===== src/rtl/usr_pkg.sv =====
// Shared definitions for the universal shift register and its bench.
// Mode encodings select hold / shift right / shift left / parallel load.
package usr_pkg;

    localparam logic [1:0] MODE_HOLD = 2'b00;
    localparam logic [1:0] MODE_SHR  = 2'b01;
    localparam logic [1:0] MODE_SHL  = 2'b10;
    localparam logic [1:0] MODE_LOAD = 2'b11;

endpackage : usr_pkg


===== src/rtl/usr_seq_counter.sv =====
// Shift-sequence tracker: counts shifts after a load and flags completion.
// busy is high from a load until N counted shifts; done pulses on the N-th.
module usr_seq_counter #(
    parameter int N = 4
) (
    input  logic clk,
    input  logic rst,
    input  logic en,
    input  logic load,
    input  logic shift,
    output logic busy,
    output logic done
);

    localparam int CW = $clog2(N);
    localparam logic [CW-1:0] LAST = CW'(N - 1);

    logic [CW-1:0] cnt_q, cnt_d;
    logic          busy_q, busy_d;
    logic          done_q, done_d;

    // Next-state: load restarts the sequence and wins over counting.
    always_comb begin
        cnt_d  = cnt_q;
        busy_d = busy_q;
        done_d = 1'b0;
        if (en) begin
            if (load) begin
                cnt_d  = '0;
                busy_d = 1'b1;
            end else if (shift && busy_q) begin
                if (cnt_q == LAST) begin
                    cnt_d  = '0;
                    busy_d = 1'b0;
                    done_d = 1'b1;
                end else begin
                    cnt_d = cnt_q + 1'b1;
                end
            end
        end
    end

    // Tracker state registers with asynchronous active-low reset.
    always_ff @(posedge clk or negedge rst) begin
        if (!rst) begin
            cnt_q  <= '0;
            busy_q <= 1'b0;
            done_q <= 1'b0;
        end else begin
            cnt_q  <= cnt_d;
            busy_q <= busy_d;
            done_q <= done_d;
        end
    end

    assign busy = busy_q;
    assign done = done_q;

endmodule : usr_seq_counter


===== src/rtl/univ_shift_reg.sv =====
// N-bit universal shift register (PIPO/SIPO/PISO/SISO by mode) with a
// shift-sequence tracker. Optional macro USR_ROTATE_EN adds the rot input,
// turning shifts into rotations while rot=1.
module univ_shift_reg
    import usr_pkg::*;
#(
    parameter int N = 4
) (
    input  logic         clk,
    input  logic         rst,
    input  logic         en,
    input  logic [1:0]   mode,
    input  logic [N-1:0] pin,
    input  logic         sin_r,
    input  logic         sin_l,
`ifdef USR_ROTATE_EN
    input  logic         rot,
`endif
    output logic [N-1:0] q,
    output logic         sout_r,
    output logic         sout_l,
    output logic         busy,
    output logic         done
);

    logic [N-1:0] q_q, q_d;
    logic         fill_r, fill_l;
    logic         load, shift;

    // Bits entering on a shift: serial inputs, or the wrapped-around end bit.
    always_comb begin
`ifdef USR_ROTATE_EN
        fill_r = rot ? q_q[0]   : sin_r;
        fill_l = rot ? q_q[N-1] : sin_l;
`else
        fill_r = sin_r;
        fill_l = sin_l;
`endif
    end

    // Data-path mode multiplexer.
    always_comb begin
        q_d = q_q;
        if (en) begin
            case (mode)
                MODE_SHR:  q_d = {fill_r, q_q[N-1:1]};
                MODE_SHL:  q_d = {q_q[N-2:0], fill_l};
                MODE_LOAD: q_d = pin;
                default:   q_d = q_q;
            endcase
        end
    end

    // Data register with asynchronous active-low reset.
    always_ff @(posedge clk or negedge rst) begin
        if (!rst) begin
            q_q <= '0;
        end else begin
            q_q <= q_d;
        end
    end

    assign load  = (mode == MODE_LOAD);
    assign shift = (mode == MODE_SHR) || (mode == MODE_SHL);

    usr_seq_counter #(
        .N(N)
    ) u_seq (
        .clk  (clk),
        .rst  (rst),
        .en   (en),
        .load (load),
        .shift(shift),
        .busy (busy),
        .done (done)
    );

    assign q      = q_q;
    assign sout_r = q_q[0];
    assign sout_l = q_q[N-1];

endmodule : univ_shift_reg

===== config.mk =====
export PLATFORM = sky130hd
export DESIGN_NAME = univ_shift_reg
export DESIGN_NICKNAME = d
export VERILOG_FILES = /design/src/rtl/usr_pkg.sv /design/src/rtl/usr_seq_counter.sv /design/src/rtl/univ_shift_reg.sv
export SDC_FILE = /design/constraint.sdc
export NUM_CORES = 1
export LEC_CHECK = 0
export BUFFER_PORTS_ARGS = -buffer_cell sky130_fd_sc_hd__buf_4
export CORE_AREA = 3 3 40 42
export DETAILED_ROUTE_END_ITERATION = 16
export DIE_AREA = 0 0 43 45
export PLACE_DENSITY = 0.75
export SLEW_MARGIN = 10
export SYNTH_ARGS = -nofsm -noshare
export SYNTH_HDL_FRONTEND = slang
export SYNTH_SLANG_ARGS = --single-unit

===== constraint.sdc =====
create_clock -name clk -period 1.2 [get_ports clk]
set_clock_uncertainty 0.1 [all_clocks]
set_input_delay 0.06 -clock clk [delete_from_list [all_inputs] [get_ports clk]]
set_output_delay 0.06 -clock clk [all_outputs]
set_load 0.02 [all_outputs]

# After elaboration in Yosys (flattened, before gate mapping)
# Cells that the tools add are included.
[word_totals]
rom_bits = 0
elab_cells = 28
mem_bits_rw = 0
latch_bits = 0
ff_bits = 8
memories = 0
output_inout_bits = 8
[op_classes]
addsub = 1
shifts = 0
mux = 11
n_div = 0
reduce_logical = 8
n_bitwise = 0
multipliers = 0
order_cmp = 0
eq_ne = 4
[ops]
columns = ["operator", "n"]
rows = [
  ["$pmux 4 s3", 1],
  ["$mux 1", 7],
  ["$eq 2x2->1 const B", 3],
  ["$mux 2", 3],
  ["$reduce_and 2->1", 2],
  ["$reduce_bool 2->1", 2],
  ["$reduce_and 3->1", 1],
  ["$reduce_bool 3->1", 1],
  ["$add 2x1->2 const B", 1],
  ["$eq 2x1->1 const B", 1],
  ["$logic_and 1x1->1", 1],
  ["$logic_or 1x1->1", 1],
]

# Depth between registers and ports, before layout
[depth]
ltp_word = 6
depth_mapped = 6
ltp_nobuf = 5

# Hierarchy
# A second synthesis with hierarchy kept.
[hier_totals]
cells_unflattened = 50
hier_area_um2 = 480.5
[by_module_without_submodules]
columns = ["module", "area_per_inst_um2", "n_inst", "cells_per_inst"]
rows = [
  ["univ_shift_reg", 284.0, 1, 32],
  ["usr_seq_counter", 196.4, 1, 18],
]

# Least setup slack after synthesis
# OpenSTA, ideal clock, no wires.
[synth_timing]
path_type = "register to register"
from = "register u_seq.cnt_q[0]"
to = "register u_seq.cnt_q[1]"
path_slack_ns = 0.053
t_arrival_ns = 0.943
required_ns = 0.996
setup_time_ns = 0.104
stages_incl_launch_ff = 4
period_less_slack_ns = 1.147
n_path_buf = 0
path_cell_list = "dfrtp_1 -> ha_1 -> inv_1 -> o41ai_2"
[synth_via]
elab_chain_cells = 4
[synth_lines]
columns = ["item", "line_no", "source"]
rows = [
  ["start, declared", "usr_seq_counter.sv:18", "logic [CW-1:0] cnt_q, cnt_d;"],
  ["start signal, assigned", "usr_seq_counter.sv:50", "cnt_q <= cnt_d;"],
  ["$add 2x1->2 or $eq 2x2->1 (tied branches)", "usr_seq_counter.sv:37, usr_seq_counter.sv:32", ""],
  ["$mux 2 *", "usr_seq_counter.sv:32", "if (cnt_q == LAST) begin"],
  ["$mux 2 *", "usr_seq_counter.sv:31", "end else if (shift && busy_q) begin"],
  ["$mux 2 *", "usr_seq_counter.sv:28", "if (load) begin"],
]
# Mark *: on every way between the ends. The rest lies on a longest branch, timed or not. The select of a mux whose other input is x is not followed.
# A chain may end at the register's enable or synchronous reset.

# Worst setup path in the final report
[layout_timing]
from = "register u_seq.cnt_q[1]"
to = "register u_seq.cnt_q[1]"
# The elaborated chain is that of the path after synthesis.

==> results.tsv <==
metric	value	unit
p_per_area	1430	mW/mm^2
initial_core_util	0.431	
ir_drop	0.000790	V
post-cts-setup-buffers	0	
nFillCells	117	
clock_latency	250	ps
synth_top_area_frac	0.361	
yosys_warnings	0	
die_y	45	um
diodes	0	
avgSynthCellArea	10.1	um^2
synth.cell_area	554	um^2
die_area	0.00194	mm^2
p_seq_frac	0.371	
cts_sinks	8	
areaGrowthSynthToFinish	36.3	%
grt.total_usage	0.138	
critPathLaunchType	flip-flop	
die_w	43	um
fin_cells	93	
min_period	1100	ps
maxClockFrequency	907	MHz
grt_max_degree	10	
use_met1	0.118	
busiest_layer	met2	
grt_pass1_wl	1880	um
cts_tree	yes	
ys_ff_latch	8	
max-cap-violations	0	
setup_viol	0	
synth.yosys.seq_area_share	0.361	
htreeDepth	1	
power.switching	0.383	mW
slowest_stage	dfrtp_1	
num_rows	13	
clkPwrFrac	0.190	
drt_first_pass_iters	2	
synth_nets	71	
yosysTopAreaCell	dfrtp_1	
drc	0	
worst_setup_path_end_kind	flip-flop	
root_buffer	clkbuf_4	
drt_iter0_drc	1	
cp_top_family	flip-flops	
dp_cells	84	
fin_nets	96	
hold_viol_final	0	
timing.setup.tns	0	ps
mostFrequentLayoutCell	buf_4	
rsz0062_at_grt	no	
crit_buf_inv	1	
worstPathArrival	1160	ps
clockBufferDepth	2	
dp_hpwl	836	um
grt_overflow	0	
slew_violations	0	
finalWirelength	1100	um
critPathRequiredTime	1260	ps
post-route-period-util	0.919	
path_max_fanout	2	
gr-usage-met3	0.0717	
slowest_delay	380	ps
netSwitchingFraction	0.355	
tightestPinTransition	429	ps
synthDistinctLibCells	17	
combPwrFrac	0.439	
hold_path_class	input port to flip-flop	
crit_type	flip-flop to flip-flop	
grt.met2_usage	0.257	
synthTopCellsByArea	dfrtp_1 (36%), ha_1 (11%), nor3b_2 (11%)	
cts_made_buffers	3	
antenna_left	0	
place_congestion	0.734	
outcome	finished, final reports clean	
viasPerCell	4.99	
path_clk_slew	50	ps
syn_inst	55	
antenna_found_initial	0	
first_global_vias	476	
routedWlPerCell	11.8	um
drive_gt1_frac	0.397	
power.leakage	0.360	nW
core_area	0.00128	mm^2
vias	464	
slew_headroom	0.714	
pin_count	19	
port_buffers	18	
whs	21.4	ps
p_int	0.696	mW
final_cell_mix	buf_4 (19), dfrtp_1 (8), nand2_1 (6), a21oi_1 (6), dlygate4sd3_1 (6)	
cp_cell_sequence	ha_2 > inv_1 > o41ai_2	
p_total	1.08	mW
==> sequential cells by signal (all words and copies together), names as in the netlist <==
name / flops
q: 4
u_seq.busy: 1
u_seq.done: 1
u_seq.cnt_q: 2
==> worst register-to-register path, cell delays in order, from the launching register on <==
cell and delay, ps:
dfrtp_1 380, ha_2 310, inv_1 40, o41ai_2 180
==> power groups by stage <==
stage	clock network (mW)	logic, mW	registers, mW
after global routing	0.233	0.527	0.412
after floorplan	0	0.251	0.455
after CTS	0.220	0.477	0.399
after detailed placement	0	0.460	0.404
final	0.205	0.473	0.400
after global placement	0	0.453	0.404
==> kinds of logic (layout without fill, tap and decap cells) <==
family	Yosys count	after routing	synth area share
flip-flops	8	8	0.361
multiplexers	1	1	0.0181
adder cells (fa/ha/maj)	5	5	0.113
AO/OA/AOI/OAI	14	14	0.181
buffers and inverters	9	32	0.108
AND/OR/NAND/NOR	18	18	0.219
==> path summary, 6_finish.rpt <==
| kind | from | endpoint | slack, ps | depth (start not counted) |
|---|---|---|---|---|
| setup reg to reg | u_seq.cnt_q[1] | u_seq.cnt_q[1] | 100 | 3 |
| setup / recovery | u_seq.cnt_q[1] | u_seq.cnt_q[1] | 100 | 3 |
| hold / removal | sin_l | q[0] | 20 | 3 |
| hold reg to reg | u_seq.cnt_q[1] | u_seq.cnt_q[1] | 410 | 2 |
| min in group asynchronous | rst | q[2] | 70 | 2 |
| max in group asynchronous | rst | u_seq.cnt_q[1] | 790 | 2 |
==> stage by stage <==
step	setup slack [ps]	utilization	instance area (um^2)
finish	97.7	0.588	756
global route	2.87	0.588	756
CTS	25.8	0.586	753
floorplan	53.1	-	554
global placement	4.25	0.522	671
detailed placement	-25.8	0.522	671
==> layer usage <==
metal  part of all wire  vias to the layer above
li1                   -                      233
met1               0.37                      211
met2               0.55                       16
met3              0.065                        4
met4              0.015                        0
met5                  0                        -
==> cells in the mapped netlist (all sizes together) <==
cell type / instances
mux2i: 1
ha: 5
nor2: 5
a31oi: 4
o21ai: 1
dfrtp: 8
inv: 4
nor3b: 5
nor3: 1
buf: 5
o41ai: 1
nand2: 6
and2b: 1
o21a: 1
o2bb2ai: 1
a21oi: 6
==> area by class of cell <==
cell class / count / area [um^2] / share of cell area
Clock buffer: 3 / 22.5 / 0.0298
Multi-Input combinational cell: 38 / 297 / 0.392
Sequential cell: 8 / 200 / 0.265
Inverter: 4 / 15.0 / 0.0199
Tap cell: 15 / 18.8 / 0.0248
Timing Repair Buffer: 25 / 203 / 0.268
==> repair_timing <==
action                                 4_1_cts  5_1_grt
gates resized for setup                      0        1
hold buffers                                 6        0
endpoints found under the hold margin       14        0
setup endpoints to repair                    0        2
Power figures use the tool's default switching activity.
